--- src/rtl/mips_multicycle_ctrl_if.sv ---
// Signal bundle between the multi-cycle MIPS control FSM and its datapath.
// The master side is the controller; the slave side is the datapath.
interface mips_multicycle_ctrl_if #(
  parameter int OPW = 6,
  parameter int STW = 4
);
  logic [OPW-1:0] opcode;
  logic           zero;
  logic           mem_ready;
  logic [2:0]     ALUopt;
  logic           pc_write;
  logic           pc_write_cond;
  logic           pc_en;
  logic           i_or_d;
  logic           mem_read;
  logic           mem_write;
  logic           ir_write;
  logic           reg_dst;
  logic           mem_to_reg;
  logic           reg_write;
  logic           alu_src_a;
  logic [1:0]     alu_src_b;
  logic [1:0]     pc_source;
  logic           illegal_op;
  logic [STW-1:0] state;

  modport master (
    input  opcode, zero, mem_ready,
    output ALUopt, pc_write, pc_write_cond, pc_en, i_or_d, mem_read, mem_write,
           ir_write, reg_dst, mem_to_reg, reg_write, alu_src_a, alu_src_b,
           pc_source, illegal_op, state
  );

  modport slave (
    output opcode, zero, mem_ready,
    input  ALUopt, pc_write, pc_write_cond, pc_en, i_or_d, mem_read, mem_write,
           ir_write, reg_dst, mem_to_reg, reg_write, alu_src_a, alu_src_b,
           pc_source, illegal_op, state
  );
endinterface

--- src/rtl/mips_multicycle_ctrl.sv ---
// Moore main control FSM for the multi-cycle MIPS datapath.
// Optional memory wait states: define MIPS_CTRL_MEM_WAIT_EN to stall FETCH,
// MEM_RD and MEM_WR until mem_ready is high; otherwise mem_ready is ignored.
module mips_multicycle_ctrl #(
  parameter int OPW = 6,
  parameter int STW = 4
) (
  input logic                  clk,
  input logic                  rst_n,
  mips_multicycle_ctrl_if.master bus
);

  typedef enum logic [STW-1:0] {
    IDLE     = STW'(0),
    FETCH    = STW'(1),
    DECODE   = STW'(2),
    MEM_ADDR = STW'(3),
    MEM_RD   = STW'(4),
    MEM_WB   = STW'(5),
    MEM_WR   = STW'(6),
    R_EXEC   = STW'(7),
    R_WB     = STW'(8),
    BRANCH   = STW'(9),
    JUMP     = STW'(10),
    I_EXEC   = STW'(11),
    I_WB     = STW'(12)
  } state_t;

  localparam logic [OPW-1:0] OP_R    = OPW'(6'b000000);
  localparam logic [OPW-1:0] OP_LW   = OPW'(6'b100011);
  localparam logic [OPW-1:0] OP_SW   = OPW'(6'b101011);
  localparam logic [OPW-1:0] OP_BEQ  = OPW'(6'b000100);
  localparam logic [OPW-1:0] OP_J    = OPW'(6'b000010);
  localparam logic [OPW-1:0] OP_ADDI = OPW'(6'b001000);
  localparam logic [OPW-1:0] OP_ANDI = OPW'(6'b001100);
  localparam logic [OPW-1:0] OP_ORI  = OPW'(6'b001101);

  state_t         state_q, state_d;
  logic [OPW-1:0] op_q;
  logic           illegal_d, illegal_q;
  logic           mem_go;

  logic [2:0] alu_op;
  logic       pc_write, pc_write_cond, i_or_d, mem_read, mem_write, ir_write;
  logic       reg_dst, mem_to_reg, reg_write, alu_src_a;
  logic [1:0] alu_src_b, pc_source;

`ifdef MIPS_CTRL_MEM_WAIT_EN
  assign mem_go = bus.mem_ready;
`else
  // Single-cycle memory: the handshake is never consulted.
  logic mem_ready_unused;
  assign mem_ready_unused = bus.mem_ready;
  assign mem_go = 1'b1;
`endif

  // State, latched opcode and the illegal-opcode pulse, with synchronous reset.
  always_ff @(posedge clk) begin
    if (!rst_n) begin
      state_q   <= IDLE;
      op_q      <= '0;
      illegal_q <= 1'b0;
    end else begin
      state_q   <= state_d;
      illegal_q <= illegal_d;
      if (state_q == DECODE) op_q <= bus.opcode;
    end
  end

  // Next-state logic; opcode is only looked at in DECODE, later states use op_q.
  always_comb begin
    state_d   = state_q;
    illegal_d = 1'b0;
    case (state_q)
      IDLE:     state_d = FETCH;
      FETCH:    state_d = mem_go ? DECODE : FETCH;
      DECODE: begin
        case (bus.opcode)
          OP_LW, OP_SW:             state_d = MEM_ADDR;
          OP_R:                     state_d = R_EXEC;
          OP_BEQ:                   state_d = BRANCH;
          OP_J:                     state_d = JUMP;
          OP_ADDI, OP_ANDI, OP_ORI: state_d = I_EXEC;
          default: begin
            state_d   = FETCH;
            illegal_d = 1'b1;
          end
        endcase
      end
      MEM_ADDR: state_d = (op_q == OP_SW) ? MEM_WR : MEM_RD;
      MEM_RD:   state_d = mem_go ? MEM_WB : MEM_RD;
      MEM_WR:   state_d = mem_go ? FETCH : MEM_WR;
      R_EXEC:   state_d = R_WB;
      I_EXEC:   state_d = I_WB;
      MEM_WB, R_WB, I_WB, BRANCH, JUMP: state_d = FETCH;
      default:  state_d = IDLE;
    endcase
  end

  // Moore outputs decoded from the registered state; everything defaults low.
  always_comb begin
    alu_op        = 3'b000;
    pc_write      = 1'b0;
    pc_write_cond = 1'b0;
    i_or_d        = 1'b0;
    mem_read      = 1'b0;
    mem_write     = 1'b0;
    ir_write      = 1'b0;
    reg_dst       = 1'b0;
    mem_to_reg    = 1'b0;
    reg_write     = 1'b0;
    alu_src_a     = 1'b0;
    alu_src_b     = 2'b00;
    pc_source     = 2'b00;
    case (state_q)
      FETCH: begin
        mem_read  = 1'b1;
        ir_write  = mem_go;
        pc_write  = mem_go;
        alu_src_b = 2'b01;
      end
      DECODE:   alu_src_b = 2'b11;
      MEM_ADDR: begin
        alu_src_a = 1'b1;
        alu_src_b = 2'b10;
      end
      MEM_RD: begin
        mem_read = 1'b1;
        i_or_d   = 1'b1;
      end
      MEM_WB: begin
        reg_write  = 1'b1;
        mem_to_reg = 1'b1;
      end
      MEM_WR: begin
        mem_write = 1'b1;
        i_or_d    = 1'b1;
      end
      R_EXEC: begin
        alu_src_a = 1'b1;
        alu_op    = 3'b100;
      end
      R_WB: begin
        reg_write = 1'b1;
        reg_dst   = 1'b1;
      end
      BRANCH: begin
        alu_src_a     = 1'b1;
        alu_op        = 3'b001;
        pc_write_cond = 1'b1;
        pc_source     = 2'b01;
      end
      JUMP: begin
        pc_write  = 1'b1;
        pc_source = 2'b10;
      end
      I_EXEC: begin
        alu_src_a = 1'b1;
        alu_src_b = 2'b10;
        case (op_q)
          OP_ANDI: alu_op = 3'b011;
          OP_ORI:  alu_op = 3'b010;
          default: alu_op = 3'b000;
        endcase
      end
      I_WB:     reg_write = 1'b1;
      default:  ;
    endcase
  end

  assign bus.ALUopt        = alu_op;
  assign bus.pc_write      = pc_write;
  assign bus.pc_write_cond = pc_write_cond;
  assign bus.pc_en         = pc_write | (pc_write_cond & bus.zero);
  assign bus.i_or_d        = i_or_d;
  assign bus.mem_read      = mem_read;
  assign bus.mem_write     = mem_write;
  assign bus.ir_write      = ir_write;
  assign bus.reg_dst       = reg_dst;
  assign bus.mem_to_reg    = mem_to_reg;
  assign bus.reg_write     = reg_write;
  assign bus.alu_src_a     = alu_src_a;
  assign bus.alu_src_b     = alu_src_b;
  assign bus.pc_source     = pc_source;
  assign bus.illegal_op    = illegal_q;
  assign bus.state         = state_q;

endmodule

--- src/flat_wrapper.sv ---
// flat-port wrapper written by rule: the top's interface ports become plain ports
module mips_multicycle_ctrl_flat 
#(
  parameter int OPW = 6,
  parameter int STW = 4
)
  (clk, rst_n, bus_opcode, bus_zero, bus_mem_ready, bus_ALUopt, bus_pc_write, bus_pc_write_cond, bus_pc_en, bus_i_or_d, bus_mem_read, bus_mem_write, bus_ir_write, bus_reg_dst, bus_mem_to_reg, bus_reg_write, bus_alu_src_a, bus_alu_src_b, bus_pc_source, bus_illegal_op, bus_state);
  mips_multicycle_ctrl_if #(.OPW(OPW), .STW(STW)) bus_i ();
  input logic clk;
  input logic rst_n;
  input wire logic [$bits(bus_i.opcode)-1:0] bus_opcode;
  input wire logic [$bits(bus_i.zero)-1:0] bus_zero;
  input wire logic [$bits(bus_i.mem_ready)-1:0] bus_mem_ready;
  output wire logic [$bits(bus_i.ALUopt)-1:0] bus_ALUopt;
  output wire logic [$bits(bus_i.pc_write)-1:0] bus_pc_write;
  output wire logic [$bits(bus_i.pc_write_cond)-1:0] bus_pc_write_cond;
  output wire logic [$bits(bus_i.pc_en)-1:0] bus_pc_en;
  output wire logic [$bits(bus_i.i_or_d)-1:0] bus_i_or_d;
  output wire logic [$bits(bus_i.mem_read)-1:0] bus_mem_read;
  output wire logic [$bits(bus_i.mem_write)-1:0] bus_mem_write;
  output wire logic [$bits(bus_i.ir_write)-1:0] bus_ir_write;
  output wire logic [$bits(bus_i.reg_dst)-1:0] bus_reg_dst;
  output wire logic [$bits(bus_i.mem_to_reg)-1:0] bus_mem_to_reg;
  output wire logic [$bits(bus_i.reg_write)-1:0] bus_reg_write;
  output wire logic [$bits(bus_i.alu_src_a)-1:0] bus_alu_src_a;
  output wire logic [$bits(bus_i.alu_src_b)-1:0] bus_alu_src_b;
  output wire logic [$bits(bus_i.pc_source)-1:0] bus_pc_source;
  output wire logic [$bits(bus_i.illegal_op)-1:0] bus_illegal_op;
  output wire logic [$bits(bus_i.state)-1:0] bus_state;
  assign bus_i.opcode = bus_opcode;
  assign bus_i.zero = bus_zero;
  assign bus_i.mem_ready = bus_mem_ready;
  assign bus_ALUopt = bus_i.ALUopt;
  assign bus_pc_write = bus_i.pc_write;
  assign bus_pc_write_cond = bus_i.pc_write_cond;
  assign bus_pc_en = bus_i.pc_en;
  assign bus_i_or_d = bus_i.i_or_d;
  assign bus_mem_read = bus_i.mem_read;
  assign bus_mem_write = bus_i.mem_write;
  assign bus_ir_write = bus_i.ir_write;
  assign bus_reg_dst = bus_i.reg_dst;
  assign bus_mem_to_reg = bus_i.mem_to_reg;
  assign bus_reg_write = bus_i.reg_write;
  assign bus_alu_src_a = bus_i.alu_src_a;
  assign bus_alu_src_b = bus_i.alu_src_b;
  assign bus_pc_source = bus_i.pc_source;
  assign bus_illegal_op = bus_i.illegal_op;
  assign bus_state = bus_i.state;
  mips_multicycle_ctrl #(.OPW(OPW), .STW(STW)) u_core (.clk(clk), .rst_n(rst_n), .bus(bus_i));
endmodule
--- config.mk ---
export PLATFORM = sky130hd
export DESIGN_NAME = mips_multicycle_ctrl_flat
export DESIGN_NICKNAME = d
export VERILOG_FILES = /design/src/rtl/mips_multicycle_ctrl_if.sv /design/src/rtl/mips_multicycle_ctrl.sv /design/src/flat_wrapper.sv
export SDC_FILE = /design/constraint.sdc
export NUM_CORES = 1
export LEC_CHECK = 0
export CAP_MARGIN = 20
export CORE_MARGIN = 4
export CORE_UTILIZATION = 38
export CTS_CLUSTER_DIAMETER = 120
export DETAILED_ROUTE_END_ITERATION = 12
export GPL_ROUTABILITY_DRIVEN = 0
export PLACE_DENSITY = 0.75
export SYNTH_ARGS = -nofsm -noshare
export SYNTH_HDL_FRONTEND = slang
export SYNTH_SLANG_ARGS = --single-unit
--- constraint.sdc ---
create_clock -name clk -period 1.2 [get_ports clk]
set_clock_uncertainty 0.05 [all_clocks]
set_input_delay 0.12 -clock clk [delete_from_list [all_inputs] [get_ports clk]]
set_output_delay 0.12 -clock clk [all_outputs]
set_load 0.01 [all_outputs]
==> results.sh <==
export IMPL_status="complete, but fails checks"
export IMPL_failed_checks="negative setup slack"
export IMPL_synth_area_um2=826
export IMPL_cts_tree="done"
export IMPL_num_fill_cells=125
export IMPL_cts_sinks=11
export IMPL_powerDensity_nw_per_um2=681
export IMPL_grt_max_degree=17
export IMPL_syn2layout_area_growth_pct=100
export IMPL_viasPerCell=5.41
export IMPL_start_kind="register"
export IMPL_final_antenna_net_count=0
export IMPL_synth_top_flop_cell="dfxtp_1"
export IMPL_gr_total_overflow=0
export IMPL_cpPeakStageDelay_ps=380
export IMPL_ys_async_sr_fraction_pct=0
export IMPL_first_global_vias=1042
export IMPL_yosysUniqueCellTypes=38
export IMPL_insertion_delay_ps=280
export IMPL_yosys_warnings=0
export IMPL_p_sw_mw=0.372
export IMPL_drv_cap=0
export IMPL_hold_class="primary input to register"
export IMPL_die_x_um=54.6
export IMPL_critPathCaptureType="primary output"
export IMPL_leakage_nw=0.746
export IMPL_antenna_found_initial=0
export IMPL_dieArea_um2=2980
export IMPL_cts_buffer_depth=2
export IMPL_cp_depth=4
export IMPL_nets=185
export IMPL_initial_core_util_pct=40.8
export IMPL_synth_nets=113
export IMPL_worst_hold_slack_ps=436
export IMPL_finalMaxSlewViolations=0
export IMPL_p_clk_share_pct=24.3
export IMPL_synth_top_cell_area_share_pct=26.7
export IMPL_die_h_um=54.6
export IMPL_place_inst=184
export IMPL_pin_count=33
export IMPL_post_dp_hpwl_um=1950
export IMPL_setup_ws_ps=-384
export IMPL_synth_top_area_cell="dfxtp_1"
export IMPL_worst_pin_slew_ps=359
export IMPL_finalNonFillerCells=201
export IMPL_finalCritPeriodShare_pct=132
export IMPL_grt_pass1_wl_um=4490
export IMPL_tns_ps=-7570
export IMPL_p_seq_share_pct=35.1
export IMPL_criticalPathCategory="register to primary output"
export IMPL_total_power_mw=1.13
export IMPL_post_drt_wl_per_cell_um=16.1
export IMPL_rr_worst_depth=6
export IMPL_cp_max_fo=3
export IMPL_num_rows=16
export IMPL_layout_drive_gt1_share_pct=59.8
export IMPL_seq_area_um2=235
export IMPL_switching_share_pct=33.0
export IMPL_hold_depth=3
export IMPL_numCtsBuffers=3
export IMPL_finalHoldViolations=0
export IMPL_combPwrFrac_pct=40.6
export IMPL_finalCriticalPeriod_ps=1580
export IMPL_setup_viol=30
export IMPL_stdcell_area_um2=1650
export IMPL_rsz0062_at_grt="true"
export IMPL_fmax_ghz=0.631
export IMPL_max_slew_margin_rel_pct=75.5
export IMPL_port_buffers=31
export IMPL_vdd_drop_max_uv=561
export IMPL_crit_slowest_cell="or3b_4"
export IMPL_cp_cell_sequence="or3b_4 -> a21oi_2 -> a21o_1 -> buf_6"
export IMPL_vias=1087
export IMPL_fin_util_pct=81.7
export IMPL_diodes=0
export IMPL_synthCells=103
export IMPL_synth_edf_count=0
export IMPL_drc_errors=0
export IMPL_h_tree_depth=1
export IMPL_syn_avg_cell_area_um2=8.02
export IMPL_synthTopCellsByArea="dfxtp_1, nor2b_1, mux2i_1"
export IMPL_gr_usage_all_layers_pct=20.6
export IMPL_routed_wl_um=3240
export IMPL_ys_ff_latch=11
export IMPL_drt_initial_drc_count=29
export IMPL_p_int_mw=0.755
export IMPL_critical_path_arrival_ps=1410
export IMPL_cpLargestDelayFamily="simple AND/OR/NAND/NOR gates"
export IMPL_synth_seq_area_share_pct=26.7
export IMPL_synth_common_cells="dfxtp_1, nor2_1, nor2b_1"
export IMPL_clk_pin_slew_ps=80
export IMPL_path_buf_inv=1
export IMPL_cts_hold_buf=0
export IMPL_pre_cts_ws_ps=-464
export IMPL_drtPass1Iterations=4
export IMPL_multiInputGateArea_um2=692
export IMPL_place_area_um2=1380
export IMPL_cp_required_ps=1030
export IMPL_core_um2=2020
export IMPL_root_buffer="clkbuf_4"
[final timing paths]
check	startpoint	end	slack, ps
setup / recovery	u_core.bus.state[3]	bus_pc_en	-380
hold / removal	bus_opcode[2]	u_core.bus.state[3]	440
setup reg to reg	u_core.bus.state[0]	u_core.op_q[4]	-360
hold reg to reg	u_core.op_q[3]	u_core.op_q[3]	480
[layout by cell type, fill, tap and decap left out, drive strengths merged]
master | netlist | layout
o21ai | 2 | 2
nand2 | 5 | 5
a21boi | 2 | 2
clkdlybuf4s50 | 0 | 7
a31oi | 2 | 2
nor4b | 2 | 2
nor3 | 4 | 4
and3 | 1 | 1
nor3b | 1 | 1
a41o | 1 | 1
o22ai | 1 | 1
a311oi | 1 | 1
nand2b | 5 | 5
nor2b | 11 | 11
nor2 | 11 | 11
o2111a | 1 | 1
clkinv | 0 | 1
nand3 | 1 | 1
xnor2 | 1 | 1
and4b | 3 | 3
a2111oi | 1 | 1
buf | 8 | 65
nand3b | 3 | 3
o21ba | 1 | 1
o211a | 1 | 1
a221oi | 2 | 2
dlygate4sd2 | 0 | 3
mux2i | 6 | 6
a21oi | 4 | 4
nor4 | 1 | 1
or3b | 1 | 1
clkbuf | 2 | 3
inv | 2 | 2
nand4b | 2 | 2
o2111ai | 1 | 1
dfxtp | 11 | 11
clkdlybuf4s15 | 0 | 2
a21o | 1 | 1
nand4 | 1 | 1
[worst reg2reg max path, cell delays in order (launching register included)]
cell,delay [ps]
dfxtp_4,350
buf_4,130
buf_12,140
nor4b_4,300
buf_6,180
mux2i_1,220
nor2b_1,70
[power groups by stage]
stage | combinational, mW | clock, mW | sequential (mW)
floorplan | 0.174 | 0 | 0.407
global placement | 0.361 | 0 | 0.402
detailed placement | 0.368 | 0 | 0.404
CTS | 0.388 | 0.261 | 0.398
global route | 0.485 | 0.298 | 0.399
finish | 0.458 | 0.273 | 0.396
[registers in the layout (all words and copies together) (netlist names)]
signal,count
u_core.op_q,6
u_core.bus.state,4
u_core.bus.illegal_op,1
[cells by family (layout without fill, tap and decap cells)]
group	after synthesis	count (layout)	share of synthesized area, %
compound gates	21	21	19.4
buf+inv	12	83	7.58
simple gates	52	52	38.0
flops	11	11	26.7
mux	6	6	7.27
xor+xnor	1	1	1.06
[area by class of cell]
class	instances	share of cell area, %
clock inverters	1	0.303
inverters	2	0.454
flip-flops and latches	11	14.2
repair buffers	77	39.7
clock buffers	3	1.36
multi-input cells	80	41.9
well taps	27	2.04
[timing repair]
action / 4_1_cts / 5_1_grt
buffers inserted: 3 / 8
endpoints found under the setup margin: 34 / 33
pin swaps: 13 / 13
gates cloned: 2 / 0
gates resized for setup: 123 / 25
[metal layers]
layer / GRT usage [%] / wire [um] / up-vias / share of wire, %
met3: 3.81 / 181 / 8 / 5.6
li1: - / - / 520 / -
met5: 0 / 0 / - / 0
met4: 8.71 / 59 / 0 / 1.8
met2: 37.8 / 1690 / 50 / 52
met1: 22.6 / 1310 / 509 / 40
No activity file was read; power rests on OpenSTA's default activity.
